===== src/rtl/upsample_2x2.sv =====
// 2x2 upsampler: each pooled input row is emitted as two output rows, either
// nearest-neighbour replicated or placed top-left with zero fill.
module upsample_2x2 #(
    parameter int unsigned R         = 10,
    parameter int unsigned W         = 8,
    parameter int unsigned ZERO_FILL = 0
) (
    input  logic                  clk,
    input  logic                  rstn,
    input  logic                  s_valid,
    output logic                  s_ready,
    input  logic [R/2-1:0][W-1:0] s_data,
    output logic                  m_valid,
    input  logic                  m_ready,
    output logic [R-1:0][W-1:0]   m_data,
    output logic                  m_last
);

    localparam int unsigned RH = R / 2;

    typedef enum logic [1:0] {StIdle, StRow0, StRow1} state_e;

    state_e                state_q, state_d;
    logic [RH-1:0][W-1:0]  hold_q;
    logic                  run_q;
    logic                  accept;

    // run_q keeps s_ready low while in reset and until the first clock edge after release.
    assign s_ready = run_q && ((state_q == StIdle) || ((state_q == StRow1) && m_ready));
    assign accept  = s_valid && s_ready;

    always_comb begin
        state_d = state_q;
        unique case (state_q)
            StIdle: if (accept) state_d = StRow0;
            StRow0: if (m_ready) state_d = StRow1;
            StRow1: begin
                if (m_ready) begin
                    state_d = accept ? StRow0 : StIdle;
                end
            end
            default: state_d = StIdle;
        endcase
    end

    always_ff @(posedge clk or negedge rstn) begin
        if (!rstn) begin
            state_q <= StIdle;
            hold_q  <= '0;
            run_q   <= 1'b0;
        end else begin
            state_q <= state_d;
            run_q   <= 1'b1;
            if (accept) begin
                hold_q <= s_data;
            end
        end
    end

    assign m_valid = (state_q != StIdle);
    assign m_last  = (state_q == StRow1);

    // Outputs are decoded from hold_q and state_q only, so no s_* input reaches m_*.
    always_comb begin
        m_data = '0;
        for (int c = 0; c < RH; c++) begin
            if (ZERO_FILL == 0) begin
                m_data[2*c]   = hold_q[c];
                m_data[2*c+1] = hold_q[c];
            end else if (state_q != StRow1) begin
                m_data[2*c] = hold_q[c];
            end
        end
    end

endmodule


===== config.mk =====
export PLATFORM = sky130hd
export DESIGN_NAME = upsample_2x2
export DESIGN_NICKNAME = d
export VERILOG_FILES = /design/src/rtl/upsample_2x2.sv
export SDC_FILE = /design/constraint.sdc
export NUM_CORES = 1
export LEC_CHECK = 0
export ABC_AREA = 1
export CAP_MARGIN = 20
export CORE_ASPECT_RATIO = 1.1
export CORE_MARGIN = 2
export CORE_UTILIZATION = 60
export CTS_CLUSTER_DIAMETER = 120
export DETAILED_ROUTE_END_ITERATION = 10
export DONT_BUFFER_PORTS = 1
export PLACE_DENSITY_LB_ADDON = 0.12
export REMOVE_ABC_BUFFERS = 1
export SYNTH_ARGS = -nofsm -noshare
export SYNTH_HDL_FRONTEND = slang
export SYNTH_SLANG_ARGS = --single-unit

===== constraint.sdc =====
create_clock -name clk -period 2.14 [get_ports clk]
set_input_delay 0.214 -clock clk [delete_from_list [all_inputs] [get_ports clk]]
set_output_delay 0.214 -clock clk [all_outputs]
set_load 0.02 [all_outputs]

# == Word level (Yosys, flattened, before mapping) ==
# Cells that the tools add are included.
# totals
regBits,43
latchBits,0
mem_bits_rw,0
romBits,0
input_bits,44
out_inout_bits,83
n_memories,0
# op_classes
add_sub_neg,0
multipliers,0
n_div,0
order_cmp,0
n_eq_ne,5
shift,0
mux,5
bitwise,0
n_reduce_logical,7
# ops
cell,count
$mux 2,3
$ne 2x2->1 const B,3
$pmux 2 s3,1
$logic_and 1x1->1,3
$reduce_and 3->1,1
$eq 2x1->1 const B,1
$eq 2x2->1 const B,1
$logic_not 2->1,1
$reduce_bool 2->1,1
$logic_or 1x1->1,1
$mux 1,1

# == Logic depth before layout (Yosys ltp) ==
# depth
ltp_word,8
depth_mapped,6
mapped_depth_nobuf,5

# == Least setup slack after synthesis ==
# Ideal clock, no wire load.
# synth_timing
path_type,register to register
from,register state_q[0]
to,register hold_q (netlist bit m_data[0])
t_arrival_ns,0.939
t_required_ns,2.023
path_slack_ns,1.083
path_stages_with_launch,6
period_less_slack_ns,1.057
path_cell_list,dfrtp_1 nor2_4 nand3_2 buf_6 nand2_1 nand2_1
# synth_via
elab_chain_cells,5
# synth_rtl
element,line,text
"start, declared",23,"state_e state_q, state_d;"
"start signal, assigned",48,state_q <= StIdle;
"start signal, assigned",52,state_q <= state_d;
$eq 2x2->1,29,assign s_ready = run_q && ((state_q == StIdle) || ((state_q == StRow1) && m_ready));
$logic_and 1x1->1,29,
$logic_or 1x1->1 *,29,
$logic_and 1x1->1 *,29,
$logic_and 1x1->1 *,30,assign accept = s_valid && s_ready;
"end signal, assigned",55,hold_q <= s_data;
"end, declared",24,logic [RH-1:0][W-1:0] hold_q;
# Every way passes the cells marked *; elsewhere a longest branch is shown, timed or not.
# A chain may end at the register's enable or synchronous reset.

# == Worst setup path after layout ==
# layout_timing
from,register state_q[0]
to,output port s_ready
# layout_via
elab_chain_cells,4
# layout_rtl
element,line,text
$eq 2x2->1,29,
$logic_and 1x1->1,29,
$logic_or 1x1->1 *,29,
$logic_and 1x1->1 *,29,
"end, declared",11,"output logic s_ready,"
# Marked as above.

==> flow_results.org <==
** Min path
- Start point of the worst hold path :: s_data[22]
- In this run the worst hold path is classified as in2reg.

** Drt
- Dividing the detail-routed wire length by the instance count gives 16.3 microns.
- Total via count in the routed design :: 1492
- Number of remaining DRC errors :: 0
- Once detail routing completed, the nets flagged for antenna violations numbered 0.
- Average via count per standard cell :: 5.65
- 1st-iter DRT viols :: 140
- For this run, the detailed router's first-pass iteration total came to 4.
- Summed over all layers, the routed wires come to 4.29 mm.

** Pwr
- Combinational Power Share :: 0.136
- Net switching power of the design :: 1.17 mW
- Peak supply drop :: 0.000609 V
- For this design the ratio of total power to cell area is 1200 nW/um^2.
- Sequential share of power :: 0.659
- Leakage power total :: 1.09 nW
- Clock network power share :: 0.205
- Of the total power, the share spent switching nets is 0.453.
- Cell Int Power :: 1.42 mW

** Die
- In this run the vertical extent of the chip is around 66 microns.
- The die covers 4010 sq um.
- The core region is 3360 sq um.
- Initial core utilization :: 0.628
- Measured along the x axis, the die boundary spans 60.5 microns.
- In this run the count of I/O pins placed on the die edge is 127.
- The floorplan has 22 rows.

** Cells and area
- 0 antenna diodes ended up in the layout.
- Area occupied by registers :: 1080 sq um
- Utilization after layout :: 0.643
- The multi-input combinational cells in the finished layout cover a total of around 600 sq um.
- After filler insertion, the fill cell instance count of the layout stands at between 300 and 400.
- Final net count :: 259
- Share of layout cells above drive strength 1 :: 0.0694
- Area overhead of the layout relative to synthesis :: 2.37%

** Global route
- The first global-routing pass estimated 6.73 mm of wire.
- The via count of the first global-routing pass is approximately 1.5k.
- Pin count of the biggest net entering global routing :: 44
- Across every metal layer, demand over resource in global routing totals 0.226.
- The initial antenna violation count was 0.
- Global routing finished with a remaining overflow of 0.

** CTS
- Number of buffers created by CTS :: 5
- Clock insertion delay at the later pin of the skew report :: 0.34 ns
- The clock net in this run drives a total of 43 sinks.
- In this run the deepest clock path goes through 2 buffers.
- Gates resized, CTS repair :: 0
- The H-tree was split into 2 levels.
- CTS placed an instance of clkbuf_4 at the clock tree root.
- After clock tree synthesis, the clock-pin slew on the worst setup and hold paths is 0.12 ns.
- Clock tree from TritonCTS :: yes

** Synth
- Sequential fraction of the synthesis area :: 0.510
- The average instance in the mapped netlist occupies 9.02 sq um.
- In this run, synthesis produced a sequential element count of 43.
- Number of distinct standard cells referenced by the synthesized netlist :: 15
- The mapped netlist covers 2110 sq um.
- Counting every instance in the synthesized netlist gives 234.
- Synthesis warning total :: 0

** Setup path
- Along the worst path, the maximum fanout reaches 41.
- The worst register-to-register path begins at state_q[0].
- Data arrives at the worst endpoint at 1.61 ns.
- Crit end category :: primary output
- The critical path starts at state_q[0].
- CP required :: roughly 1.9 ns
- The worst setup path is launched from a flop.
- Worst setup path category :: reg2out
- Setup slack, reg-to-reg :: 0.33 ns

** Outcome
- Outcome :: completed

** Timing
- Setup repair after global routing left no endpoint under its margin.
- For the final routed database, the setup TNS stands at 0 ns.
- Of the available clock period, the critical path in the final layout requires 0.855.
- Post-Route Skew :: 0.00633 ns
- Hold Fails Final Rpt :: 0
- Setup violations remaining at the end of the flow were counted as 0.
- Worst slew margin relative to its limit :: 0.651
- Worst hold slack :: 0.00678 ns
- At the pin with the least slew margin, the transition time is 0.521 ns.
- Max Fclk :: 0.547 GHz
- Final Max Slew Viols :: 0
- The worst path needs around 1.8 ns of the cycle, external delays included.

** Placement
- The wire-length estimate of the detail-placed layout is 2.48 mm.
- Port Buf Inserts :: 0
- At the end of routability-driven placement, the weighted congestion stood at 0.650.

** Job
- Max-cap violation count :: 0
==> synth_stat cells <==
cell | number | share of area
inv_1 | 3 | 0.0053
buf_2 | 12 | 0.028
nand2_1 | 83 | 0.15
or2_2 | 1 | 0.0030
nand3_2 | 1 | 0.0047
nor2_4 | 1 | 0.0053
nand4_1 | 40 | 0.12
buf_6 | 4 | 0.021
conb_1 | 1 | 0.0018
clkbuf_1 | 1 | 0.0018
dfrtp_1 | 43 | 0.51
o21ai_0 | 2 | 0.0047
and2_1 | 1 | 0.0030
nor2_1 | 1 | 0.0018
buf_4 | 40 | 0.14
==> registers in the layout, indices dropped and copies added, names as in the netlist <==
name     cells
m_data      40
run_q        1
state_q      2
==> cell families after synthesis <==
logic type      Yosys count  share of synthesized area
buf+inv                  60                      0.199
flops                    43                      0.510
simple gates            128                      0.284
other cells               1                    0.00178
compound gates            2                    0.00475
==> through the flow <==
stage | instances | power, mW | area (sq um) | setup slack [ns]
floorplan | 177 | 1.90 | 1700 | 0.0590
global placement | 228 | 1.99 | 1780 | 0.733
detailed placement | 228 | 2.01 | 1780 | 0.708
CTS | 257 | 2.59 | 2090 | 0.313
global route | 264 | 2.75 | 2160 | 0.202
finish | 264 | 2.59 | 2160 | 0.311
==> routing by layer <==
layer	up-vias	global-route usage	part of all wire
li1	691	-	-
met1	703	0.260	0.38
met2	85	0.394	0.52
met3	13	0.0568	0.081
met4	0	0.0951	0.021
met5	-	0	0
==> power groups by stage <==
stage	Sequential, mW	Clock, mW	Combinational (mW)
finish	1.70	0.531	0.352
detailed placement	1.72	0	0.292
global route	1.75	0.579	0.412
floorplan	1.67	0	0.231
CTS	1.71	0.540	0.342
global placement	1.72	0	0.272
==> path summary, 6_finish.rpt <==
check                        endpoint  cells after the start
max                           s_ready                      3
min in group asynchronous   m_data[6]                      2
max reg2reg                m_data[22]                      5
max in group asynchronous  m_data[69]                      2
min reg2reg                state_q[0]                      3
min                        m_data[38]                      2
==> worst max-delay path, stage by stage (launching register included) <==
cell and delay [ns]:
dfrtp_1 0.46, nor2_4 0.14, buf_4 0.36, and2_1 0.30
==> what timing repair did <==
| action | CTS | global route |
|---|---|---|
| hold endpoints to repair | 59 | 10 |
| setup buffers | 0 | 0 |
| hold buffers | 21 | 7 |
==> layout make-up <==
cell class	instances	share of cell area
inverter	3	0.00521
sequential	43	0.498
tap	48	0.0278
clock buffer	6	0.0238
multi-input combinational	131	0.284
timing repair buffer	31	0.145
clock inverter	2	0.0162
==> cells in the final DEF (no fill, tap or decap) <==
master,netlist,final
nand2_1,83,83
dfrtp_1,43,43
nand4_1,40,40
dlygate4sd3_1,0,27
clkbuf_4,0,5
inv_1,3,3
buf_4,40,3
o21ai_0,2,2
or2_2,1,1
nor2_4,1,1
and2_1,1,1
nand3_2,1,1
nor2_1,1,1
clkinv_2,0,1
bufinv_16,0,1
clkbuf_8,0,1
buf_12,0,1
conb_1,1,1
No activity file was read; power rests on OpenSTA's default activity.
